$ cat src/rtl/rank_sorter.sv
// rtl/rank_sorter.sv - odd-even transposition sorter for page values, descending, stable on ties
module rank_sorter #(
   parameter int N     = 16,
   parameter int WIDTH = 16,
   parameter int IDW   = 4
) (
   input  logic               i_clk,
   input  logic               i_reset,
   input  logic               i_start,
   input  logic [N*WIDTH-1:0] i_vals,
   output logic               o_busy,
   output logic               o_done,
   output logic [N*WIDTH-1:0] o_sorted_vals,
   output logic [N*IDW-1:0]   o_sorted_ids,
   output logic [IDW-1:0]     o_top_id
);

   typedef enum logic [1:0] {
      S_IDLE = 2'd0,
      S_SORT = 2'd1,
      S_DONE = 2'd2
   } state_t;

   // N phases are enough for odd-even transposition to fully sort N entries
   localparam logic [IDW:0] LAST_PHASE = (IDW+1)'(N-1);

   state_t               r_state;
   state_t               w_state_nxt;
   logic [IDW:0]         r_cnt;
   logic [WIDTH-1:0]     r_work_val [N];
   logic [IDW-1:0]       r_work_id  [N];
   logic [WIDTH-1:0]     w_phase_val [N];
   logic [IDW-1:0]       w_phase_id  [N];
   logic [N*WIDTH-1:0]   r_sorted_vals;
   logic [N*IDW-1:0]     r_sorted_ids;
   logic                 w_last_phase;

   assign w_last_phase  = (r_cnt == LAST_PHASE);
   assign o_sorted_vals = r_sorted_vals;
   assign o_sorted_ids  = r_sorted_ids;
   assign o_top_id      = r_sorted_ids[IDW-1:0];

   // State register; reset abandons any sort in progress
   always_ff @(posedge i_clk) begin
      if (!i_reset) begin
         r_state <= S_IDLE;
      end else begin
         r_state <= w_state_nxt;
      end
   end

   // Next-state and status outputs; start is only honoured in IDLE
   always_comb begin
      w_state_nxt = r_state;
      o_busy      = 1'b0;
      o_done      = 1'b0;
      case (r_state)
         S_IDLE: begin
            if (i_start) begin
               w_state_nxt = S_SORT;
            end
         end
         S_SORT: begin
            o_busy = 1'b1;
            if (w_last_phase) begin
               w_state_nxt = S_DONE;
            end
         end
         S_DONE: begin
            o_busy      = 1'b1;
            o_done      = 1'b1;
            w_state_nxt = S_IDLE;
         end
         default: begin
            w_state_nxt = S_IDLE;
         end
      endcase
   end

   // One compare/exchange phase: pairs start on even slots for even cnt, odd slots for odd cnt
   always_comb begin
      for (int y = 0; y < N; y++) begin
         w_phase_val[y] = r_work_val[y];
         w_phase_id[y]  = r_work_id[y];
      end
      for (int a = 0; a < N - 1; a++) begin
         // strict compare keeps equal values in their current (ascending id) order
         if ((a[0] == r_cnt[0]) && (r_work_val[a+1] > r_work_val[a])) begin
            w_phase_val[a]   = r_work_val[a+1];
            w_phase_val[a+1] = r_work_val[a];
            w_phase_id[a]    = r_work_id[a+1];
            w_phase_id[a+1]  = r_work_id[a];
         end
      end
   end

   // Work arrays, phase counter and result registers
   always_ff @(posedge i_clk) begin
      if (!i_reset) begin
         r_cnt         <= '0;
         r_sorted_vals <= '0;
         r_sorted_ids  <= '0;
         for (int y = 0; y < N; y++) begin
            r_work_val[y] <= '0;
            r_work_id[y]  <= '0;
         end
      end else begin
         case (r_state)
            S_IDLE: begin
               if (i_start) begin
                  r_cnt <= '0;
                  for (int y = 0; y < N; y++) begin
                     r_work_val[y] <= i_vals[y*WIDTH +: WIDTH];
                     r_work_id[y]  <= IDW'(y);
                  end
               end
            end
            S_SORT: begin
               r_cnt <= r_cnt + (IDW+1)'(1);
               for (int y = 0; y < N; y++) begin
                  r_work_val[y] <= w_phase_val[y];
                  r_work_id[y]  <= w_phase_id[y];
               end
               // results are published only on the way into DONE
               if (w_last_phase) begin
                  for (int y = 0; y < N; y++) begin
                     r_sorted_vals[y*WIDTH +: WIDTH] <= w_phase_val[y];
                     r_sorted_ids[y*IDW +: IDW]      <= w_phase_id[y];
                  end
               end
            end
            default: begin
            end
         endcase
      end
   end

endmodule

$ cat config.mk
export PLATFORM = sky130hd
export DESIGN_NAME = rank_sorter
export DESIGN_NICKNAME = d
export VERILOG_FILES = /design/src/rtl/rank_sorter.sv
export SDC_FILE = /design/constraint.sdc
export NUM_CORES = 2
export LEC_CHECK = 0
export CAP_MARGIN = 20
export CORE_ASPECT_RATIO = 0.5
export CORE_MARGIN = 5
export CORE_UTILIZATION = 34
export CTS_CLUSTER_SIZE = 16
export DETAILED_ROUTE_END_ITERATION = 10
export PLACE_DENSITY = 0.53
export SKIP_CTS_REPAIR_TIMING = 1
export SYNTH_ARGS = -nofsm -noshare
export SYNTH_HDL_FRONTEND = slang
export SYNTH_SLANG_ARGS = --single-unit
$ cat constraint.sdc
create_clock -name i_clk -period 7.7 [get_ports i_clk]
set_input_delay 0.77 -clock i_clk [delete_from_list [all_inputs] [get_ports i_clk]]
set_output_delay 0.77 -clock i_clk [all_outputs]
set_load 0.05 [all_outputs]
After elaboration in Yosys (flattened, before gate mapping)
Memory sizes are Yosys's and may differ from the RTL's.
Index checks and enable logic that the tools add are counted.
{ "totals": {"register_bits": 327, "mem_bits_rw": 320, "n_memories": 2} }
{ "memory_table": {"columns": ["name", "depth", "width", "rd", "rd_ports_with_merged_regs", "write_ports", "line", "rtl"], "rows": [
  ["r_work_val", 16, 16, 16, 0, 16, "30", "logic [WIDTH-1:0] r_work_val [N];"],
  ["r_work_id", 16, 4, 16, 0, 16, "31", "logic [IDW-1:0] r_work_id [N];"]
]} }
{ "classes": {"add_sub_neg": 1, "magnitude_cmp": 15, "n_eq_ne": 5, "muxes": 109, "n_bitwise": 65, "reduce_logical": 21} }
{ "op_table": {"columns": ["cell", "count"], "rows": [
  ["16-bit 2-to-1 mux", 32],
  ["32-bit 2-to-1 mux", 15],
  ["16-bit greater-than comparator", 15],
  ["4-bit 2-to-1 mux", 32],
  ["8-bit 2-to-1 mux", 15],
  ["1-bit bitwise OR", 64],
  ["1-bit logical AND", 15],
  ["1-bit 2-to-1 mux", 10],
  ["5-bit case mux with 2 select lines", 1],
  ["2-bit AND reduction", 3],
  ["5-bit by 1-bit adder with 5-bit output, second input constant", 1],
  ["5-bit by 4-bit == test with 1-bit output, second input constant", 1],
  ["5-bit 2-to-1 mux", 1],
  ["2-bit 2-to-1 mux", 2],
  ["2-bit inequality test, second input constant", 2],
  ["2-bit case mux with 2 select lines", 1],
  ["2-bit by 1-bit == test with 1-bit output, second input constant", 1],
  ["2-bit == test, second input constant", 1],
  ["2-bit logical NOT", 1],
  ["2-bit nonzero test", 1],
  ["2-bit OR reduction", 1],
  ["1-bit NOT", 1]
]} }

Depth between registers and ports, before layout
{ "logic_depth": {"word_depth": 18, "mapped_depth": 12} }

Least setup slack after synthesis
No wires, ideal clock.
{ "synth_timing": {"path_kind": "in2reg", "startpoint": "input port i_reset", "endpoint": "memory r_work_id[2][2] (netlist: r_work_id[0][10]) (enable)", "setup_ns": 1.529, "t_arrival_ns": 4.551, "t_required_ns": 6.171, "path_slack_ns": 1.620, "cell_stages": 4, "cell_sequence": "buf_2 > clkbuf_1 > clkbuf_1 > nand3b_1"} }
{ "synth_rtl": {"columns": ["element", "line", "rtl"], "rows": [
  ["start, declared", "8", "input logic i_reset,"],
  ["end, declared", "31", null]
]} }

==> metrics.csv <==
metric,value,unit
GPL Wtd Cong,0.884,
CP Launch Point,r_work_val[0][43],
NumNets Final,5015,
Worst setup EP type,flip-flop,
placeable core region,108000,um^2
Async SR Flop Fraction,0,%
GRT Resource Usage Total,25.0,%
Worst-Skew Late Latency,0.67,ns
fin crit share,53.3,%
power density cells,237,nW/um^2
ANT nets after route,0,
1st-iter DRT viols,3208,
CTS max path bufs,3,
Ys Warns,0,
relative slew slack,27.9,%
main flop type after synthesis,dfxtp_1,
Yosys reg bits,647,
share of cells above drive strength 1,4.21,%
R2R Setup Slk,3.59,ns
first-pass GRT wire length,226000,um
DP HPWL,110000,um
filler cell count,10500,
"EDFF count, synth",316,
final setup violating endpoints,0,
Tmin final,4.11,ns
Hold Path Class,reg -> reg,
Worst EP required,8.08,ns
setup_tns,0,ns
status,"complete, no violations",
std cell rows,85,
Via Count,34700,
vias in the first global route,33700,
Lkg Pwr,17.1,nW
Seq. cell area,16100,um^2
register area share after synthesis,43.4,%
Initial Util,34.4,%
"Hold Vio Cnt, Final",0,
RSZ-0062 raised after global routing,false,
clock-pin slew on the worst setup and hold paths,0.07,ns
design area,46100,um^2
DRC,0,
initial antenna violation count,2,
global route overflow,0,
CTS tree,yes,
CTS H-Tree Depth,3,
largest net degree at the start of global routing,164,
DR vias/cell,5.78,
Sink Count,647,
WL per Instance,25.4,um
Crit Path Category,reg -> reg,
Die ar.,116000,um^2
Critical Path Fanout Max,45,
post-synthesis instance area,37100,um^2
critical path launch point type,flip-flop,
R2R cell count,10,
r2r startpoint,r_work_val[0][43],
CP endpoint,r_work_id[0][12],
Yosys cell types,64,
CTS Buf Count,67,
I/O pin count,585,
area of the multi-input gates,18800,um^2
syn avg cell area,8.98,um^2
die width,477,um
die height,244,um
max-slew violation count,0,
MaxCap Viol Count,0,
Non-Filler Instances,6001,
first-pass iteration count of the detailed router,8,
final WL,152000,um
syn_nets,4636,
Max Fclk,0.243,GHz
placed cell count,5876,
worst-margin pin slew,1.08,ns
synthesized instance count,4132,
setup skew after layout,0.0270,ns
P&R area growth vs syn,24.3,%
root buf cell,clkbuf_16,
worst-case vdd ir drop,0.000181,V
Placement Cell Area,43900,um^2
Port Buf Inserts,584,
reg2reg end,r_work_id[0][12],
Worst EP arrival,4.49,ns
[synth_stat cells, drive strengths merged (56+ instances only)]
cell | n | area share [%]
buf | 74 | 1.1
clkbuf | 254 | 2.6
nand3 | 165 | 2.2
a21oi | 203 | 2.7
a22oi | 74 | 1.5
and3 | 61 | 1.0
a31oi | 56 | 0.98
mux2i | 170 | 4.6
nor2 | 96 | 0.97
o221ai | 81 | 1.9
and2 | 62 | 1.0
nand2 | 489 | 5.0
a22o | 66 | 1.6
edfxtp | 316 | 26
inv | 260 | 2.6
a221oi | 81 | 1.9
nand4 | 66 | 1.1
ha | 245 | 8.3
o21bai | 67 | 1.4
dfxtp | 331 | 18
o21ai | 668 | 9.0
[power breakdown]
part	leakage [nW]	internal [mW]	switching, mW
Combinational	9.88	1.09	2.00
Clock	1.06	1.87	1.54
Sequential	6.14	3.95	0.512
Total	17.1	6.91	4.05
[layout make-up]
type	instances	area share (%)
clock buffers	90	4.00
inverters	260	2.12
well taps	1435	3.89
clock inverters	32	0.721
repair buffers	638	13.7
diodes	2	0.0108
flip-flops and latches	647	34.9
multi-input cells	2897	40.7
[per-stage QoR]
step	setup WS (ns)	utilization, %	hold slack [ns]	power (mW)
floorplan	1.62	-	0.462	6.42
global placement	3.63	40.7	0.438	7.47
detailed placement	3.63	40.7	0.446	7.55
CTS	3.66	42.7	0.463	11.0
global route	3.28	42.7	0.484	11.5
finish	3.59	42.7	0.456	11.0
[state kept, by name, indices dropped and copies added (netlist names)]
| name | flops |
|---|---|
| r_work_val | 256 |
| o_sorted_ids | 64 |
| r_work_id | 64 |
| o_sorted_vals | 256 |
| r_cnt | 5 |
| r_state | 2 |
[cells in the final DEF, fill, tap and decap left out, types with 81 or more instances in the layout]
cell type / count
o21ai_0: 653
clkdlybuf4s50_1: 583
nand2_1: 485
dfxtp_1: 330
edfxtp_1: 316
inv_1: 260
ha_1: 244
a21oi_1: 201
mux2i_1: 170
nand3_1: 165
nor2_1: 95
o221ai_1: 81
[routing by layer]
layer,share of wire (%),vias up,GRT usage [%]
met2,47,1272,40.9
met1,44,17200,34.0
met3,5.8,213,3.46
li1,-,16000,-
met5,0,-,0
met4,3.6,0,8.65
[worst max-delay path: stages (launching register included)]
cell and delay (ns):
edfxtp_1 0.51, inv_1 0.08, ha_1 0.32, nand4_1 0.14
nor4_1 0.40, a21bo_2 0.29, a31oi_4 0.82, buf_4 0.57
mux2_2 0.40, mux2i_1 0.17, o21ai_0 0.10
[how the worst min path moves through the flow]
stage                                  start            endpoint  slack (ns)  depth (start not counted)
after floorplan              r_work_id[0][2]     r_work_id[0][2]        0.46                          2
after global placement      o_sorted_ids[19]    o_sorted_ids[19]        0.44                          2
after detailed placement  o_sorted_vals[139]  o_sorted_vals[139]        0.45                          2
after CTS                  o_sorted_vals[53]   o_sorted_vals[53]        0.46                          2
after global routing        o_sorted_ids[19]    o_sorted_ids[19]        0.48                          2
final                      o_sorted_vals[78]   o_sorted_vals[78]        0.46                          2
[cell families after synthesis]
logic type | after synthesis | share of synthesized area (%)
AND/OR/NAND/NOR | 1025 | 12.8
buffers and inverters | 588 | 6.32
adder cells (fa/ha/maj) | 245 | 8.26
flip-flops | 647 | 43.4
multiplexers | 178 | 4.84
AO/OA/AOI/OAI | 1449 | 24.4
No activity file was read; power rests on OpenSTA's default activity.
